**src/rtl/clk_div_pkg.sv**
```systemverilog
// rtl/clk_div_pkg.sv - shared width, count type and default rate for the clock divider
package clk_div_pkg;

    localparam int CLK_DIV_W = 33;

    typedef logic [CLK_DIV_W-1:0] div_cnt_t;

    // System default half-period terminal count (2^17)
    localparam div_cnt_t DIV_DEFAULT = 33'h0_0002_0000;

endpackage

```
**src/rtl/div_counter.sv**
```systemverilog
// rtl/div_counter.sv - half-period counter with shadowed terminal count
module div_counter
    import clk_div_pkg::*;
#(
    parameter int WIDTH = CLK_DIV_W
) (
    input  logic             clk,
    input  logic             rst,
    input  logic [WIDTH-1:0] max_val,
    output logic             tc
);

    logic [WIDTH-1:0] cnt;
    logic [WIDTH-1:0] max_q;

    // Full-width equality against the shadowed limit; all-ones simply wraps to zero
    assign tc = (cnt == max_q);

    // Count up to the shadowed limit, then restart and resample max_val for the next half-period
    always_ff @(posedge clk) begin
        if (rst) begin
            cnt   <= '0;
            max_q <= max_val;
        end else if (tc) begin
            cnt   <= '0;
            max_q <= max_val;
        end else begin
            cnt   <= cnt + WIDTH'(1);
        end
    end

endmodule

```
**src/rtl/var_clk_divider.sv**
```systemverilog
// rtl/var_clk_divider.sv - programmable 50% duty clock divider with toggle-aligned tick
module var_clk_divider
    import clk_div_pkg::*;
#(
    parameter int WIDTH = CLK_DIV_W
) (
    input  logic             DIV_CLK,
    input  logic             RST,
    input  logic [WIDTH-1:0] MAX_VAL,
    output logic             STAB_RATE_OUT,
    output logic             STAB_TICK
);

    logic tc;
    logic out_q;
    logic tick_q;

    div_counter #(
        .WIDTH (WIDTH)
    ) u_div_counter (
        .clk     (DIV_CLK),
        .rst     (RST),
        .max_val (MAX_VAL),
        .tc      (tc)
    );

    // Toggle the output and raise the tick on each terminal count; both come straight from flops
    always_ff @(posedge DIV_CLK) begin
        if (RST) begin
            out_q  <= 1'b0;
            tick_q <= 1'b0;
        end else if (tc) begin
            out_q  <= ~out_q;
            tick_q <= 1'b1;
        end else begin
            tick_q <= 1'b0;
        end
    end

    assign STAB_RATE_OUT = out_q;
    assign STAB_TICK     = tick_q;

endmodule

```
**config.mk**
```make
export PLATFORM = sky130hd
export DESIGN_NAME = var_clk_divider
export DESIGN_NICKNAME = d
export VERILOG_FILES = /design/src/rtl/clk_div_pkg.sv /design/src/rtl/div_counter.sv /design/src/rtl/var_clk_divider.sv
export SDC_FILE = /design/constraint.sdc
export NUM_CORES = 1
export LEC_CHECK = 0
export BUFFER_PORTS_ARGS = -buffer_cell sky130_fd_sc_hd__buf_2
export CORE_MARGIN = 2
export CORE_UTILIZATION = 35
export DETAILED_ROUTE_END_ITERATION = 6
export PLACE_DENSITY_LB_ADDON = 0.3
export SLEW_MARGIN = 20
export SYNTH_ARGS = -nofsm -noshare
export SYNTH_HDL_FRONTEND = slang
export SYNTH_SLANG_ARGS = --single-unit
```
**constraint.sdc**
```tcl
create_clock -name DIV_CLK -period 4.6 [get_ports DIV_CLK]
set_input_delay 0.92 -clock DIV_CLK [delete_from_list [all_inputs] [get_ports DIV_CLK]]
set_output_delay 0.92 -clock DIV_CLK [all_outputs]
set_load 0.01 [all_outputs]
```
Word-level counts from Yosys, hierarchy flattened
Index checks and enable logic that the tools add are counted.
Word-level totals
  flip-flop bits (word level): 68
  latch bits: 0
  bits in writable memories: 0
  memory bits (read-only): 0
  input bits: 35
  output and inout port bits: 2
  logic and storage cells: 12
  memories: 0
Operators by class
  add/subtract/negate cells: 1
  $mul: 0
  div/mod/pow operators: 0
  magnitude comparators: 0
  equal/unequal tests: 1
  shift-type cells: 0
  mux-type cells: 3
  bitwise operators: 1
  reductions and logical operators: 2
Operator list (number)
  $mux W33: 2
  $add A33 B1 Y33 const B: 1
  $eq A33 B33 Y1: 1
  $reduce_bool A2 Y1: 1
  $reduce_or A2 Y1: 1
  $mux W1: 1
  $not A1 Y1: 1

Longest topological paths before layout
  word-level depth: 3
  mapped depth: 7
  gate-level depth less buffers: 6

Hierarchy
A second synthesis with hierarchy kept.
Unflattened totals
  cells, all modules: 249
  area total of the unflattened synthesis: 2894.0 sq um
By module, submodules not included
  div_counter: times used 1, cells each 244, area an instance 2835.2 sq um, seq. area each 1651.6 sq um
  var_clk_divider: times used 1, cells each 5, area an instance 58.8 sq um, seq. area each 40.0 sq um

Worst setup path before layout
Ideal clock, no wire load.
  kind: reg2reg
  from: reg u_div_counter.max_q[26]
  to: reg u_div_counter.max_q[0] (enable)
  library setup time: 0.378 ns
  data arrival time: 2.003 ns
  data required time: 4.222 ns
  slack: 2.219 ns
  stages on the path, launching flop included: 6
  buffers on the path: 1
  period minus slack after synthesis: 2.381 ns
  cell sequence: edfxtp_1 -> xor2_1 -> nor4_1 -> nand4_1 -> o41ai_2 -> buf_2
Between the ends
  cells in the longest elaborated chain, start to end: 2
RTL lines
  from (decl): line div_counter.sv:14  | logic [WIDTH-1:0] max_q;
  from (signal assigned): line div_counter.sv:23  | max_q <= max_val;
  from (signal assigned): line div_counter.sv:26  | max_q <= max_val;
  $eq A33 B33 Y1: line div_counter.sv:17  | assign tc = (cnt == max_q);
  $reduce_bool A2 Y1 (no source line)
No other way between the ends.
A chain may end at the register's enable or synchronous reset.

Final worst setup path
  from: reg u_div_counter.cnt[22]
  to: reg u_div_counter.max_q[13] (enable)
Between the ends
  cells in the longest elaborated chain, start to end: 2
RTL lines
  from (decl): line div_counter.sv:13  | logic [WIDTH-1:0] cnt;
  from (signal assigned): line div_counter.sv:28  | cnt <= cnt + WIDTH'(1);
  $eq A33 B33 Y1: line div_counter.sv:17
  $reduce_bool A2 Y1 (no source line)
No other way between the ends.

==> flow_metrics.py <==
metrics = {
    "synthesis": {
        "ys_ff_latch": 68,
        "synth-main-ff-cell": "dfxtp_1",
        "ys.warnings.count": 0,
        "synth_area_leaders": "edfxtp_1, dfxtp_1, xor2_1, xnor2_1, nor2_1",
        "synthXorXnorAreaFrac": 0.190,
        "netlist_instances": 254,
        "synth_top_cell_by_area": "edfxtp_1",
        "synth_top_family_by_area": "XOR/XNOR gates",
        "synthSimpleGateAreaFrac": 0.189,
        "avgSynthCellArea_um2": 11.4,
        "synthArstFlopShare": 0,
        "synth_edf_count": 33,
        "synth_compound_area_frac": 0.00992,
        "synth_nets": 290,
        "syn_area_mm2": 0.00290,
        "yosys-mux-area-fraction": 0.00388,
        "synth-seq-area-share": 0.583,
        "ys_types": 30,
        "synth_top_area_share": 0.342,
        "synth_fa_ha_area_frac": 0.00431,
    },
    "final_layout": {
        "nets": 331,
        "drive_above_1_share": 0.183,
        "finish.utilization": 0.416,
        "n_antenna_cell": 0,
        "final_common_cell": "xor2_1",
        "final_cell_mix": "xor2_1, buf_2, dfxtp_1, nor2_1, edfxtp_1",
        "syn_to_final_growth_pct": 16.7,
        "design_area_mm2": 0.00338,
    },
    "power": {
        "total_power_w": 0.00118,
        "pwr_density_cell_mw_per_mm2": 348,
        "leakage_nw": 1.29,
        "ir_worst_vdd_uv": 132,
    },
    "floorplan": {
        "core_mm2": 0.00813,
        "fp.dieW_um": 95.0,
        "row_count": 33,
        "die_area_mm2": 0.00903,
        "chipHeight_um": 95.0,
        "start_util": 0.357,
        "boundaryPins": 37,
    },
    "sta": {
        "period_needed_ns": 2.44,
        "finalCritPeriodShare": 0.530,
        "drv_slew": 0,
        "rsz0062_at_grt": "false",
        "hold_viol_final": 0,
        "setup_slack_ns": 2.16,
        "setup-violations-final": 0,
        "timing.fmax_mhz": 410,
        "tightest_slew_ns": 0.653,
        "skew_ns": 0.0104,
        "tns_ns": 0,
        "relSlewSlack": 0.561,
    },
    "setup_path": {
        "endpoint_kind": "register",
        "critical_path_class": "reg -> reg",
        "cpMaxStageDelayCell": "dfxtp_1",
        "critical_path.max_fanout": 36,
        "regToRegSetupSlack_ns": 2.16,
        "required_ns": 4.59,
        "cpPeakStageDelay_ns": 0.49,
        "path_cells": "xor2_1, nor4_1, nand4_1, o41ai_4, buf_4",
        "cp-start-kind": "register",
        "cp.arrival_ns": 2.43,
    },
    "drt": {
        "firstDrtPassIters": 4,
        "wirelength_um": 5620,
        "via_per_inst": 4.74,
        "drcViolationCount": 0,
        "vias": 1919,
        "drtIter0Drc": 117,
        "detail-route-antenna-nets": 0,
        "wl_per_cell_um": 13.9,
    },
    "global_route": {
        "first_global_vias": 1903,
        "grtUsageTotal": 0.139,
        "grt-ovfl-total": 0,
        "grt_first_pass_wirelength_um": 9250,
        "antenna_found_initial": 0,
        "grt_max_degree": 37,
    },
    "cts": {
        "hold_buffers": 0,
        "cts_tree": "yes",
        "clk_pin_slew_worst_paths_ns": 0.07,
        "clock-sinks": 68,
        "h-tree-depth": 3,
        "cts.repair.resized": 0,
        "numCtsBuffers": 9,
        "cts_max_path_buffers": 2,
        "cts_setup_buffers": 0,
        "root_buffer": "clkbuf_8",
        "clk_latency_ns": 0.34,
    },
    "place": {
        "place_ws_ns": 2.10,
        "place.gp.congestion": 0.791,
        "placedInstanceArea_mm2": 0.00319,
        "port_buffers": 36,
        "place_hpwl_um": 4070,
    },
    "run": {
        "cap_violations": 0,
    },
    "status": {
        "outcome": "completed",
    },
    "hold_path": {
        "worst_hold_path_type": "reg -> reg",
    },
}
-- synthesized netlist by cell type, types with 2 or more instances --
master,instances
inv_1,3
nand3_1,12
and3_1,7
nor3_1,5
and4_1,2
nand2_1,14
buf_2,4
nand4_1,8
or4_1,2
clkbuf_1,2
xor2_1,43
xnor2_1,20
edfxtp_1,33
nor4_1,15
nor2_1,35
dfxtp_1,35
-- worst max-delay path, delay by kind of cell (launching register included) --
family / cells / cell delay (ns)
simple gates: 2 / 0.65
buf+inv: 1 / 0.44
xor+xnor: 1 / 0.11
compound gates: 1 / 0.41
flops: 1 / 0.49
-- where the power goes --
| part | switching (W) | internal [W] |
|---|---|---|
| registers | 0.00000977 | 0.000655 |
| logic | 0.0000243 | 0.0000221 |
| clock network | 0.000203 | 0.000264 |
-- per-stage QoR --
step	instances	hold WS [ns]
3_3_place_gp	389	0.459
6_report	405	0.480
3_5_place_dp	389	0.468
5_1_grt	405	0.518
4_1_cts	405	0.483
2_1_floorplan	254	0.436
-- final cells by class --
cell class,instances,area (µm²)
fillers,803,4750
inverters,3,11.3
multi-input cells,175,1160
well taps,105,131
flip-flops and latches,68,1690
clock inverters,3,40.0
repair buffers,38,195
clock buffers,13,149
-- registers in the layout, indices dropped and copies added (netlist names) --
register             flops
u_div_counter.cnt       33
u_div_counter.max_q     33
STAB_RATE_OUT            1
STAB_TICK                1
-- cells by family (layout without fill, tap and decap cells) --
kind of cell             Yosys count  count (layout)
adder cells (fa/ha/maj)            1               1
AO/OA/AOI/OAI                      3               3
AND/OR/NAND/NOR                  107             107
XOR/XNOR                          63              63
flip-flops                        68              68
multiplexers                       1               1
buffers and inverters             11              57
-- path summary, 6_finish.rpt --
path / from / endpoint / cells past startpoint
hold reg to reg: u_div_counter.cnt[0] / u_div_counter.cnt[0] / 1
hold / removal: u_div_counter.cnt[0] / u_div_counter.cnt[0] / 1
setup reg to reg: u_div_counter.cnt[22] / u_div_counter.max_q[13] / 5
setup / recovery: u_div_counter.cnt[22] / u_div_counter.max_q[13] / 5
-- routing by layer --
metal | part of all wire | vias up | GRT usage
li1 | - | 968 | -
met1 | 0.47 | 906 | 0.174
met2 | 0.47 | 39 | 0.224
met3 | 0.050 | 6 | 0.0498
met4 | 0.012 | 0 | 0.0435
met5 | 0 | - | 0
(Power assumes the default switching activity.)
